[config.mk]
export PLATFORM = sky130hd
export DESIGN_NAME = fp_add_arb_ctrl
export DESIGN_NICKNAME = d
export VERILOG_FILES = /design/src/rtl/fp_add_arb_ctrl.sv
export SDC_FILE = /design/constraint.sdc
export NUM_CORES = 1
export LEC_CHECK = 0
export ABC_AREA = 1
export BUFFER_PORTS_ARGS = -buffer_cell sky130_fd_sc_hd__buf_4
export CORE_MARGIN = 2
export CORE_UTILIZATION = 40
export DETAILED_ROUTE_END_ITERATION = 8
export GPL_ROUTABILITY_DRIVEN = 1
export PLACE_DENSITY = 0.7
export RECOVER_POWER = 50
export SYNTH_ARGS = -nofsm -noshare
export SYNTH_HDL_FRONTEND = slang
export SYNTH_SLANG_ARGS = --single-unit
[constraint.sdc]
create_clock -name clk -period 3.9 [get_ports clk]
set_input_delay 0.78 -clock clk [delete_from_list [all_inputs] [get_ports clk]]
set_output_delay 0.78 -clock clk [all_outputs]
set_load 0.01 [all_outputs]
[src/rtl/fp_add_arb_ctrl.sv]
// -----------------------------------------------------------------------------
// fp_add_arb_ctrl
//
// Purpose:
//   Two-requester round-robin arbiter and sequencing FSM for a small 8-bit
//   floating-point adder datapath. It grants one requester, steps the datapath
//   through LOAD / ALIGN / ADD / NORM / ROUND / OUT / DONE, and returns the sum.
//   If normalisation takes more than NORM_MAX cycles, the operation is aborted
//   and returns 8'hFF with err set.
//
// Handshake:
//   req0/req1 are levels. A requester raises req and holds it until its done
//   pulse. gntX is high from LOAD through DONE. doneX is a one-cycle pulse, and
//   result/err are valid in that same cycle. Dropping req after the grant does
//   not cancel the operation.
//
// Ports:
//   clk, reset          rising-edge clock, asynchronous active-low reset
//   req0/req1           request levels
//   a0,b0 / a1,b1       operands {sign, exp[3:0], mant[2:0]}
//   gnt0/gnt1           grant, LOAD..DONE
//   done0/done1         completion pulse
//   result, err         sum (or 8'hFF) and abort flag, held until next DONE
//   busy                high in every state except IDLE
//   dp_a, dp_b          operands from the granted requester (captured in LOAD)
//   dp_state            datapath phase code
//   dp_en_a/dp_en_b     operand load enables (LOAD)
//   dp_en_round         round enable (ROUND)
//   dp_valid            sum-register write enable (OUT)
//   dp_normalize        datapath: mantissa normalised or exponent over/underflow
//   dp_sum              datapath sum register
//   dbg_state           raw FSM state, for debug and checkers
// -----------------------------------------------------------------------------
module fp_add_arb_ctrl #(
   parameter int NORM_MAX = 4
) (
   input  logic       clk,
   input  logic       reset,
   input  logic       req0,
   input  logic       req1,
   input  logic [7:0] a0,
   input  logic [7:0] b0,
   input  logic [7:0] a1,
   input  logic [7:0] b1,
   output logic       gnt0,
   output logic       gnt1,
   output logic       done0,
   output logic       done1,
   output logic [7:0] result,
   output logic       err,
   output logic       busy,
   output logic [7:0] dp_a,
   output logic [7:0] dp_b,
   output logic [2:0] dp_state,
   output logic       dp_en_a,
   output logic       dp_en_b,
   output logic       dp_en_round,
   output logic       dp_valid,
   input  logic       dp_normalize,
   input  logic [7:0] dp_sum,
   output logic [2:0] dbg_state
);

   typedef enum logic [2:0] {
      S_IDLE  = 3'd0,
      S_LOAD  = 3'd1,
      S_ALIGN = 3'd2,
      S_ADD   = 3'd3,
      S_NORM  = 3'd4,
      S_ROUND = 3'd5,
      S_OUT   = 3'd6,
      S_DONE  = 3'd7
   } state_t;

   localparam logic [2:0] LP_NORM_MAX = 3'(NORM_MAX);

   state_t     r_state;
   state_t     w_next;
   logic       r_sel;       // granted requester: 0 = req0, 1 = req1
   logic       r_last;      // last served requester
   logic       r_err;
   logic [2:0] r_norm_cnt;  // index of the current NORM cycle (1-based)
   logic [7:0] r_a;
   logic [7:0] r_b;
   logic [7:0] r_result;

   logic       w_any_req;
   logic       w_pick;
   logic       w_abort;
   logic [7:0] w_op_a;
   logic [7:0] w_op_b;

   assign w_any_req = req0 | req1;
   // With both requesting, the one not served last wins; a lone request wins.
   assign w_pick    = (req0 & req1) ? ~r_last : req1;
   assign w_op_a    = r_sel ? a1 : a0;
   assign w_op_b    = r_sel ? b1 : b0;
   // A normalised result in the same cycle as the limit takes the normal exit.
   assign w_abort   = (r_state == S_NORM) && !dp_normalize &&
                      (r_norm_cnt == LP_NORM_MAX);

   always_comb begin
      w_next = r_state;
      case (r_state)
         S_IDLE:  if (w_any_req) w_next = S_LOAD;
         S_LOAD:  w_next = S_ALIGN;
         S_ALIGN: w_next = S_ADD;
         S_ADD:   w_next = S_NORM;
         S_NORM: begin
            if (dp_normalize)  w_next = S_ROUND;
            else if (w_abort)  w_next = S_DONE;
            else               w_next = S_NORM;
         end
         S_ROUND: w_next = S_OUT;
         S_OUT:   w_next = S_DONE;
         S_DONE:  w_next = S_IDLE;
         default: w_next = S_IDLE;
      endcase
   end

   always_ff @(posedge clk or negedge reset) begin
      if (!reset) begin
         r_state    <= S_IDLE;
         r_sel      <= 1'b0;
         r_last     <= 1'b1;   // req0 is favoured by the first arbitration
         r_err      <= 1'b0;
         r_norm_cnt <= 3'd0;
         r_a        <= 8'h00;
         r_b        <= 8'h00;
         r_result   <= 8'h00;
      end else begin
         r_state <= w_next;
         if (r_state == S_IDLE && w_any_req) begin
            r_sel  <= w_pick;
            r_last <= w_pick;
         end
         if (r_state == S_LOAD) begin
            r_a        <= w_op_a;
            r_b        <= w_op_b;
            r_norm_cnt <= 3'd0;
         end
         if (r_state == S_ADD || (r_state == S_NORM && w_next == S_NORM)) begin
            r_norm_cnt <= r_norm_cnt + 3'd1;
         end
         // err/abort value is fixed on entry to DONE so both are valid with done.
         if (w_next == S_DONE) begin
            r_err <= w_abort;
            if (w_abort) r_result <= 8'hFF;
         end
         if (r_state == S_DONE && !r_err) begin
            r_result <= dp_sum;
         end
      end
   end

   always_comb begin
      busy        = (r_state != S_IDLE);
      gnt0        = 1'b0;
      gnt1        = 1'b0;
      done0       = 1'b0;
      done1       = 1'b0;
      dp_en_a     = 1'b0;
      dp_en_b     = 1'b0;
      dp_en_round = 1'b0;
      dp_valid    = 1'b0;
      dp_a        = r_a;
      dp_b        = r_b;
      dp_state    = 3'b000;
      result      = r_result;
      err         = r_err;
      dbg_state   = r_state;

      if (busy) begin
         gnt0 = ~r_sel;
         gnt1 = r_sel;
      end

      case (r_state)
         S_LOAD: begin
            dp_en_a = 1'b1;
            dp_en_b = 1'b1;
            // Operands pass straight through while they are being loaded.
            dp_a    = w_op_a;
            dp_b    = w_op_b;
         end
         S_ALIGN: dp_state = 3'b001;
         S_ADD:   dp_state = 3'b010;
         S_NORM:  dp_state = 3'b011;
         S_ROUND: begin
            dp_state    = 3'b100;
            dp_en_round = 1'b1;
         end
         S_OUT: begin
            dp_state = 3'b101;
            dp_valid = 1'b1;
         end
         S_DONE: begin
            done0 = ~r_sel;
            done1 = r_sel;
            // The sum register is presented directly so it is valid with done.
            if (!r_err) result = dp_sum;
         end
         default: ;
      endcase
   end

endmodule

-- After elaboration in Yosys (flattened, before gate mapping)
Index checks and enable logic that the tools add are counted.
Widths: inputs -> output; s select.
- $add $sub $neg: 1
- multiplexer cells: 24
- reduce and logical (&&, ||, !) cells: 14
- eq/ne operators: 10
- bitwise operators: 4
- operators by type and width (operator ; count):
    $mux 8 ; 9
    $pmux 3 s8 ; 1
    $eq 3x3->1 const B ; 7
    $pmux 3 s5 ; 1
    $mux 3 ; 3
    $mux 1 ; 8
    $eq 3x2->1 const B ; 2
    $reduce_bool 2->1 ; 3
    $logic_and 1x1->1 ; 5
    $mux 2 ; 2
    $add 3x1->3 const B ; 1
    $eq 3x1->1 const B ; 1
    $logic_not 3->1 ; 1
    $reduce_bool 3->1 ; 1
    $logic_not 1->1 ; 2
    $not 1->1 ; 2
    $reduce_and 2->1 ; 1
    $and 1x1->1 ; 1
    $logic_or 1x1->1 ; 1
    $or 1x1->1 ; 1
- word-level logic and storage cells: 61
- register bits: 33

-- Depth between registers and ports, before layout
Gate-level depths: netlist of the first run.
- depth after elaboration: 10
- gate-level depth with buffers: 9

-- Worst setup path before layout of the first run
OpenSTA, ideal clock, no wires.
- path type: register -> output
- from: register r_state[2] (netlist: dbg_state[2])
- to: output port dp_a[0]
- arrival: 1279 ps
- stages on the path, launching flop included: 7
- setup slack: 1841 ps
- buffers on the path: 1
- data required time: 3120 ps
- cells stage by stage: dfrtp_1 > nor2_2 > nand2_1 > inv_2 > buf_4 > nor2_1 > a31oi_1
- cells in the longest elaborated chain, start to end: 2
- ends and longest elaborated chain (what ; RTL line ; text):
    start: declaration ; 77 ; state_t r_state;
    start signal: assignment ; 132 ; r_state <= w_next;
    $eq 3x1->1 ; 178 ; case (r_state)
    $mux 8 ; 178 ;
    end: declaration ; 52 ; output logic [7:0] dp_a,
Every way passes these cells.

-- Final worst setup path of the first run
- from: register r_sel
- to: output port dp_a[5]
- cells in the longest elaborated chain, start to end: 2
- ends and longest elaborated chain (what ; RTL line ; text):
    start: declaration ; 79 ; logic r_sel;
    start signal: assignment ; 134 ; r_sel <= w_pick;
    $mux 8 ; 96 ; assign w_op_a = r_sel ? a1 : a0;
    $mux 8 ; 178 ;
Every way passes these cells.

==> impl_metrics.toml, run 1 <==
[setup_path]
crit_fanout = 19
crit_path_end_kind = "output port"
r2r_start = "r_sel$_DFFE_PN0P_"
worst_r2r_endpoint = "r_b[0]$_DFF_PN0_"
crit_slowest_cell = "dfrtp_1"
criticalPathCategory = "reg -> out"
critical_path.max_stage_delay_ns = 0.75
cp-start-kind = "flip-flop"
r2r.worst_path.cells = 3
required_ns = 3.12
r2r_setup_slack_ns = 1.99
cp_cell_sequence = "clkinv_1 > nand2_1 > a31oi_1 > buf_4"
arrival_ns = 2.22

[yosys]
yosys.area.top_type = "dfrtp_1"
synth_cell_types = 20
async_flop_share = 1.00
synthFlopType = "dfrtp_1"
netlist_top_cells_count = "45 x nand2_1, 39 x nor2_1, 32 x dfrtp_1"
synthesis.area_sq_um = 1610
synth.top_cell.area_share = 0.496
syn_area_per_cell_sq_um = 7.87
ys_ff_latch = 33
synth_most_common_cell = "nand2_1"
synth-edff-count = 0
ys_warn_count = 0
yosysSeqAreaShare = 0.512
synth_area_leaders = "dfrtp_1 50%, nand2_1 10%, nor2_1 9.1%, a31oi_1 6.6%, a21oi_1 5.3%"
synth_nets = 252
syn_inst = 205

[layout]
final_cell_area_sq_um = 2320
drive_above_1_share = 0.308
diodes = 0
fillerInstances = 378
finalNetCount = 335
area_delta_synth_final_pct = 43.5

[power]
seqPwrFrac = 0.313
p_switching_uw = 847
power.leakage_nw = 1.22
p_int_mw = 1.12
p_sw_frac = 0.430
combPwrFrac = 0.563
clockPowerShare = 0.124
p_per_area_nw_per_um2 = 850
peakVddDrop_uv = 442

[timing]
rsz0062_at_grt = "false"
max_slew.worst_pin.slew_ns = 1.71
fmax_mhz = 333
period_share = 0.770
hold_viol = 0
setup_viol = 0
fin_tns_setup_ns = 0
slew_headroom = -0.143
slew_violations = 34
fin_crit_ns = 3.00
skew_ns = 0.00807

[job]
max_cap_violations = 1

[hold_path]
hold_depth = 2
min_from = "r_last$_DFFE_PN1P_"
hold_end = "r_last$_DFFE_PN1P_"
hp-class = "reg -> reg"

[global_routing]
grt.total_usage = 0.196
grt_pass1_vias = 1495
overflow = 0
grt_pass1_wl_mm = 6.60
antenna_found_initial = 0
grt_start_max_net_pins = 35

[place]
port_buffers = 84
hpwl_mm = 3.05
place_congestion = 0.868
placed_cell_area_sq_um = 2250

[floorplan]
pin_count = 85
die_y_um = 67.5
core_sq_um = 3940
die_area_sq_um = 4560
num_rows = 23
start_util = 0.409
dieWidth_um = 67.5

[clock_tree]
path_clk_slew_ns = 0.06
cts.path.max_buffers = 2
cts_root_buffer = "clkbuf_8"
cts_num_sinks = 33
hold_buffers = 0
cts_tree = "yes"
cts-resized-gates = 0
postCtsSetupBuffers = 0
h-tree-depth = 2
clock_latency_ns = 0.29
cts-buffers-inserted = 5

[route]
wl_mm = 4.13
wl_per_cell_um = 12.2
vias_per_cell = 4.86
drc_errors = 0
ant_nets = 0
dr.pass1.iters = 4
first_iter_violations = 115
vias = 1649

[status]
violations = "capacitance limit, slew limit"
outcome = "complete, but fails checks"
-- area by class of cell --
| type | count | area (sq um) | share of cell area |
|---|---|---|---|
| flip-flops and latches | 33 | 827 | 0.357 |
| clock buffers | 6 | 72.6 | 0.0313 |
| multi-input cells | 140 | 642 | 0.277 |
| repair buffers | 84 | 612 | 0.264 |
| inverters | 24 | 90.1 | 0.0389 |
| clock inverters | 2 | 10.0 | 0.00432 |
| well taps | 50 | 62.6 | 0.0270 |
-- how the worst max path moves through the flow --
stage / start / endpoint / slack [ns]
floorplan: dbg_state[2]$_DFF_PN0_ / dp_a[0] / 1.84
CTS: r_sel$_DFFE_PN0P_ / dp_b[0] / 0.87
global route: r_sel$_DFFE_PN0P_ / dp_a[0] / 0.63
detailed placement: r_sel$_DFFE_PN0P_ / dp_a[5] / 1.18
global placement: r_sel$_DFFE_PN0P_ / dp_b[0] / 1.28
finish: r_sel$_DFFE_PN0P_ / dp_a[5] / 0.90
-- cell families (layout without fill, tap and decap cells) --
group                    Yosys count  after routing  share of synthesized area
buffers and inverters             32            116                     0.0884
flip-flops                        33             33                      0.512
adder cells (fa/ha/maj)            2              2                     0.0155
AND/OR/NAND/NOR                   98             98                      0.243
AO/OA/AOI/OAI                     39             39                      0.136
XOR/XNOR                           1              1                    0.00543
-- placed cells by master, fill, tap and decap left out --
| master | count |
|---|---|
| nor2_1 | 40 |
| nand4_1 | 4 |
| clkbuf_1 | 6 |
| a21oi_1 | 17 |
| nand2_1 | 45 |
| buf_4 | 79 |
| dfrtp_1 | 32 |
| o211ai_1 | 1 |
| clkbuf_8 | 5 |
| clkinv_2 | 2 |
| nand3_1 | 9 |
| dfstp_2 | 1 |
| ha_1 | 2 |
| clkinv_1 | 1 |
| xor2_1 | 1 |
| inv_1 | 21 |
| a31oi_1 | 17 |
| inv_2 | 2 |
| o21ai_0 | 4 |
-- power by group through the flow --
stage / combinational (mW) / sequential, mW / clock (mW)
after floorplan: 0.663 / 0.587 / 0
after global placement: 1.13 / 0.619 / 0
after detailed placement: 1.14 / 0.625 / 0
after CTS: 1.14 / 0.620 / 0.255
after global routing: 1.24 / 0.639 / 0.268
final: 1.11 / 0.617 / 0.244
-- layer usage --
layer / vias to the layer above / GRT usage / share of wire
li1: 829 / - / -
met1: 753 / 0.233 / 0.42
met2: 60 / 0.325 / 0.49
met3: 7 / 0.0483 / 0.073
met4: 0 / 0.102 / 0.019
met5: - / 0 / 0
-- flip-flops by register name (all words and copies together), names as in the netlist --
name and cells:
err 1, r_result 8, r_norm_cnt 3, r_b 8, dbg_state 3, r_a 8
r_sel 1, r_last 1
-- through the flow --
stage / util / worst slack (ns) / hold slack, ns / cells / total power, mW
after floorplan: - / 1.84 / 0.471 / 205 / 1.25
after global placement: 0.572 / 1.28 / 0.501 / 331 / 1.75
after detailed placement: 0.572 / 1.18 / 0.507 / 331 / 1.76
after CTS: 0.593 / 0.866 / 0.431 / 339 / 2.02
after global routing: 0.587 / 0.630 / 0.536 / 339 / 2.15
final: 0.587 / 0.897 / 0.509 / 339 / 1.97
-- critical path: cells and delay by family, from the launching register on --
| family | cells | cell delay, ns |
|---|---|---|
| buffers and inverters | 2 | 0.84 |
| DFF | 1 | 0.75 |
| and+or+nand+nor | 1 | 0.20 |
| AOI/OAI and AO/OA | 1 | 0.13 |
No activity file was read; power rests on OpenSTA's default activity.
==> inputs of run 2 (changes only) <==
Settings changed: PLACE_DENSITY 0.7 to 0.73.
Clock period 3.9 ns to 2.4 ns, I/O delays scaled along.
==> impl_metrics.toml, run 2 (same netlist as run 1, synthesis figures left out) <==
[floorplan]
num_rows = 23
die_y_um = 67.5
die_area_sq_um = 4560
dieWidth_um = 67.5
core_sq_um = 3940
pin_count = 85
start_util = 0.409

[clock_tree]
path_clk_slew_ns = 0.07
cts_root_buffer = "clkbuf_8"
cts_tree = "yes"
postCtsSetupBuffers = 0
hold_buffers = 0
h-tree-depth = 2
clock_latency_ns = 0.28
cts-buffers-inserted = 5
cts.path.max_buffers = 2
cts_num_sinks = 33

[timing]
rsz0062_at_grt = "false"
fin_tns_setup_ns = 0
skew_ns = 0.00973
period_share = 0.932
setup_viol = 0
whs_ns = 0.464
max_slew.worst_pin.slew_ns = 1.73
slew_headroom = -0.155
fmax_mhz = 447
fin_crit_ns = 2.24
hold_viol = 0
slew_violations = 34

[global_routing]
overflow = 0
grt_pass1_vias = 1453
grt.total_usage = 0.180
grt_start_max_net_pins = 34
grt_pass1_wl_mm = 6.17
antenna_found_initial = 0

[layout]
area_delta_synth_final_pct = 47.0
final_cell_mix = "81 x buf_4, 45 x nand2_1, 39 x nor2_1"
layout_commonest_cell = "buf_4"
top_regs = "r_a (8), r_b (8), r_result (8)"
fillerInstances = 382
drive_above_1_share = 0.316
finalNetCount = 337
diodes = 0

[route]
vias_per_cell = 4.78
first_iter_violations = 80
ant_nets = 0
wl_mm = 4.09
vias = 1630
drc_errors = 0
wl_per_cell_um = 12.0
dr.pass1.iters = 4

[setup_path]
arrival_ns = 1.76
path_delay_family = "flip-flops"
r2r_setup_slack_ns = 0.76
crit_buf_inv = 2
cp-start-kind = "flip-flop"
cp_cell_sequence = "nor2_2 > nand2_1 > clkinv_4 > nor2_1 > a31oi_1 > buf_4"
critical_path.max_stage_delay_ns = 0.44
crit_slowest_cell = "dfrtp_1"
crit_fanout = 33
criticalPathCategory = "reg -> out"
crit_path_end_kind = "output port"
required_ns = 1.92

[power]
p_per_area_nw_per_um2 = 1420
peakVddDrop_uv = 875
power.leakage_nw = 1.24
p_total_mw = 3.36

[status]
outcome = "complete, but fails checks"
violations = "capacitance limit, slew limit"

[place]
place_congestion = 0.861
hpwl_mm = 3.03
port_buffers = 84

[hold_path]
hp-class = "in -> reg"

[job]
max_cap_violations = 1
[run 2: cell count changes in the layout (fill, tap and decap cells not counted), sizes merged]
cell,before,now
clkbuf,11,12
buf,79,81
clkinv,3,2
bufinv,0,1
inv,23,22
[run 2: final timing paths]
check	from	end	depth (start not counted)
min in group asynchronous	reset	r_a[0]$_DFF_PN0_	1
max in group asynchronous	reset	r_b[0]$_DFF_PN0_	1
max reg2reg	r_norm_cnt[0]$_DFFE_PN0P_	r_result[3]$_DFFE_PN0P_	6
min	dp_sum[6]	r_result[6]$_DFFE_PN0P_	3
max	dbg_state[2]$_DFF_PN0_	dp_b[2]	6
min reg2reg	r_last$_DFFE_PN1P_	r_last$_DFFE_PN1P_	2
[run 2: power breakdown]
| part | switching, mW | internal, mW | leakage, nW |
|---|---|---|---|
| Clock | 0.190 | 0.338 | 0.0585 |
| Sequential | 0.128 | 0.833 | 0.374 |
| Combinational | 1.06 | 0.812 | 0.810 |
| Total | 1.38 | 1.98 | 1.24 |
[run 2: metal layers]
layer | vias to the layer above | wire (um) | global-route usage | part of all wire
li1 | 833 | - | - | -
met1 | 735 | 1800 | 0.218 | 0.44
met2 | 57 | 1940 | 0.301 | 0.47
met3 | 5 | 305 | 0.0500 | 0.075
met4 | 0 | 38 | 0.0689 | 0.0093
met5 | - | 0 | 0 | 0
[run 2: area by class of cell]
class / count / area [sq um] / share of cell area
inverters: 24 / 95.1 / 0.0401
repair buffers: 86 / 627 / 0.264
clock buffers: 7 / 86.3 / 0.0364
multi-input cells: 140 / 644 / 0.272
well taps: 50 / 62.6 / 0.0264
flip-flops and latches: 33 / 827 / 0.349
clock inverters: 1 / 30.0 / 0.0127
[run 2: what timing repair did]
| action | in CTS | in global routing |
|---|---|---|
| pin swaps | 0 | 0 |
| gates resized for setup | 1 | 2 |
| setup endpoints to repair | 2 | 7 |
| gates cloned | 0 | 0 |
| endpoints found under the hold margin | 0 | 0 |
[run 2: tightest hold or removal path, cell delays in order]
cell and delay (ns):
buf_4 0.08, nor2_1 0.04, a21oi_1 0.10
[run 2: stage by stage]
| step | cell area, sq um | cells | utilization | setup WS [ns] |
|---|---|---|---|---|
| finish | 2370 | 341 | 0.602 | 0.162 |
| global route | 2370 | 341 | 0.602 | 0.0183 |
| CTS | 2390 | 341 | 0.606 | 0.109 |
| detailed placement | 2270 | 333 | 0.576 | 0.303 |
| global placement | 2270 | 333 | 0.576 | 0.343 |
| floorplan | 1610 | 205 | - | 0.641 |
==> inputs of run 3 (changes only) <==
Settings changed: CTS_BUF_LIST set to sky130_fd_sc_hd__clkbuf_2 sky130_fd_sc_hd__clkbuf_4 sky130_fd_sc_hd__clkbuf_8.
==> impl_metrics.toml, run 3 (same netlist as run 1, synthesis figures left out) <==
[route]
wl_mm = 4.09
first_iter_violations = 80
ant_nets = 0
vias = 1625
dr.pass1.iters = 4
vias_per_cell = 4.77
wl_per_cell_um = 12.0
drc_errors = 0

[layout]
finalNetCount = 337
top_regs = "r_a (8), r_b (8), r_result (8)"
diodes = 0
layout_commonest_cell = "buf_4"
regArea_sq_um = 827
fillerInstances = 381
layoutNonFillerInstCount = 341
area_delta_synth_final_pct = 47.2
drive_above_1_share = 0.320
multi_input_area_sq_um = 644
final_cell_mix = "81 x buf_4, 45 x nand2_1, 39 x nor2_1"

[global_routing]
antenna_found_initial = 0
use_met3 = 0.0500
use_met1 = 0.218
grt_pass1_vias = 1453
grt_start_max_net_pins = 34
grt.busiest_layer = "met2"
overflow = 0
grt.total_usage = 0.180
use_met2 = 0.301
grt_pass1_wl_mm = 6.17

[timing]
rsz0062_at_grt = "false"
slew_violations = 34
fin_crit_ns = 2.24
fin_tns_setup_ns = 0
skew_ns = 0.00970
period_share = 0.933
max_slew.worst_pin.slew_ns = 1.73
setup_viol = 0
hold_viol = 0
slew_headroom = -0.155
fmax_mhz = 447

[setup_path]
worst_r2r_endpoint = "r_result[3]$_DFFE_PN0P_"
r2r_setup_slack_ns = 0.76
cp-start-kind = "flip-flop"
criticalPathCategory = "reg -> out"
r2r.worst_path.cells = 6
arrival_ns = 1.76
required_ns = 1.92
crit_path_end_kind = "output port"
crit_fanout = 33
r2r_start = "r_norm_cnt[0]$_DFFE_PN0P_"

[hold_path]
hold_depth = 3
min_from = "dp_sum[6]"
hp-class = "in -> reg"
hold_end = "r_result[6]$_DFFE_PN0P_"

[floorplan]
dieWidth_um = 67.5
core_sq_um = 3940
die_y_um = 67.5
start_util = 0.409
pin_count = 85
num_rows = 23
die_area_sq_um = 4560

[status]
outcome = "complete, but fails checks"
violations = "capacitance limit, slew limit"

[power]
p_per_area_nw_per_um2 = 1420
power.leakage_nw = 1.25
peakVddDrop_uv = 876

[place]
port_buffers = 84
hpwl_mm = 3.03
place_congestion = 0.861
dp_cells = 333

[clock_tree]
cts-buffers-inserted = 5
cts_num_sinks = 33
clock_latency_ns = 0.28
cts_root_buffer = "clkbuf_8"
postCtsSetupBuffers = 0
hold_buffers = 0
cts_tree = "yes"
h-tree-depth = 2
path_clk_slew_ns = 0.07
cts.path.max_buffers = 2

[job]
max_cap_violations = 1
## run 3: cell count changes in the layout (fill, tap and decap cells not counted)
cell and delta:
clkbuf_4 +1, clkbuf_1 -1
## run 3: how the worst max path moves through the flow
stage                     endpoint                   start  depth (start not counted)  slack [ns]
final                      dp_b[2]  dbg_state[2]$_DFF_PN0_                          6        0.16
after global routing       dp_b[0]  dbg_state[2]$_DFF_PN0_                          6        0.02
after CTS                  dp_b[2]  dbg_state[2]$_DFF_PN0_                          6        0.11
after detailed placement   dp_b[2]  dbg_state[2]$_DFF_PN0_                          6        0.30
after global placement     dp_b[7]  dbg_state[2]$_DFF_PN0_                          6        0.34
after floorplan            dp_a[0]  dbg_state[2]$_DFF_PN0_                          6        0.64
## run 3: timing repair
action	4_1_cts	5_1_grt
gates cloned	0	0
endpoints found under the setup margin	2	7
gates resized for setup	1	2
## run 3: critical path, cell delays in order, from the launching register on
cell      delay (ns)
dfrtp_1         0.44
nor2_2          0.20
nand2_1         0.16
clkinv_4        0.22
nor2_1          0.07
a31oi_1         0.22
buf_4           0.17
## run 3: final cells by class
class / count / area share
flip-flops and latches: 33 / 0.348
repair buffers: 86 / 0.264
clock inverters: 1 / 0.0126
inverters: 24 / 0.0400
multi-input cells: 140 / 0.271
well taps: 50 / 0.0263
clock buffers: 7 / 0.0379
## run 3: power breakdown
part | switching [mW] | total [mW] | internal (mW)
logic | 1.06 | 1.87 | 0.812
registers | 0.127 | 0.961 | 0.833
clock network | 0.190 | 0.540 | 0.350
## run 3: metrics by stage
stage          hold slack [ns]  total power, mW  worst slack [ns]  area [sq um]   util
3_5_place_dp             0.452             2.88             0.303          2270  0.576
4_1_cts                  0.146             3.43             0.109          2390  0.607
6_report                 0.464             3.37             0.161          2380  0.603
5_1_grt                  0.465             3.65            0.0183          2380  0.603
2_1_floorplan            0.184             2.03             0.641          1610      -
3_3_place_gp             0.449             2.86             0.343          2270  0.576
## run 3: metal layers
| layer | share of wire | routed length (um) | vias up |
|---|---|---|---|
| met2 | 0.48 | 1940 | 58 |
| li1 | - | - | 832 |
| met4 | 0.0093 | 38 | 0 |
| met3 | 0.076 | 309 | 5 |
| met1 | 0.44 | 1790 | 730 |
| met5 | 0 | 0 | - |
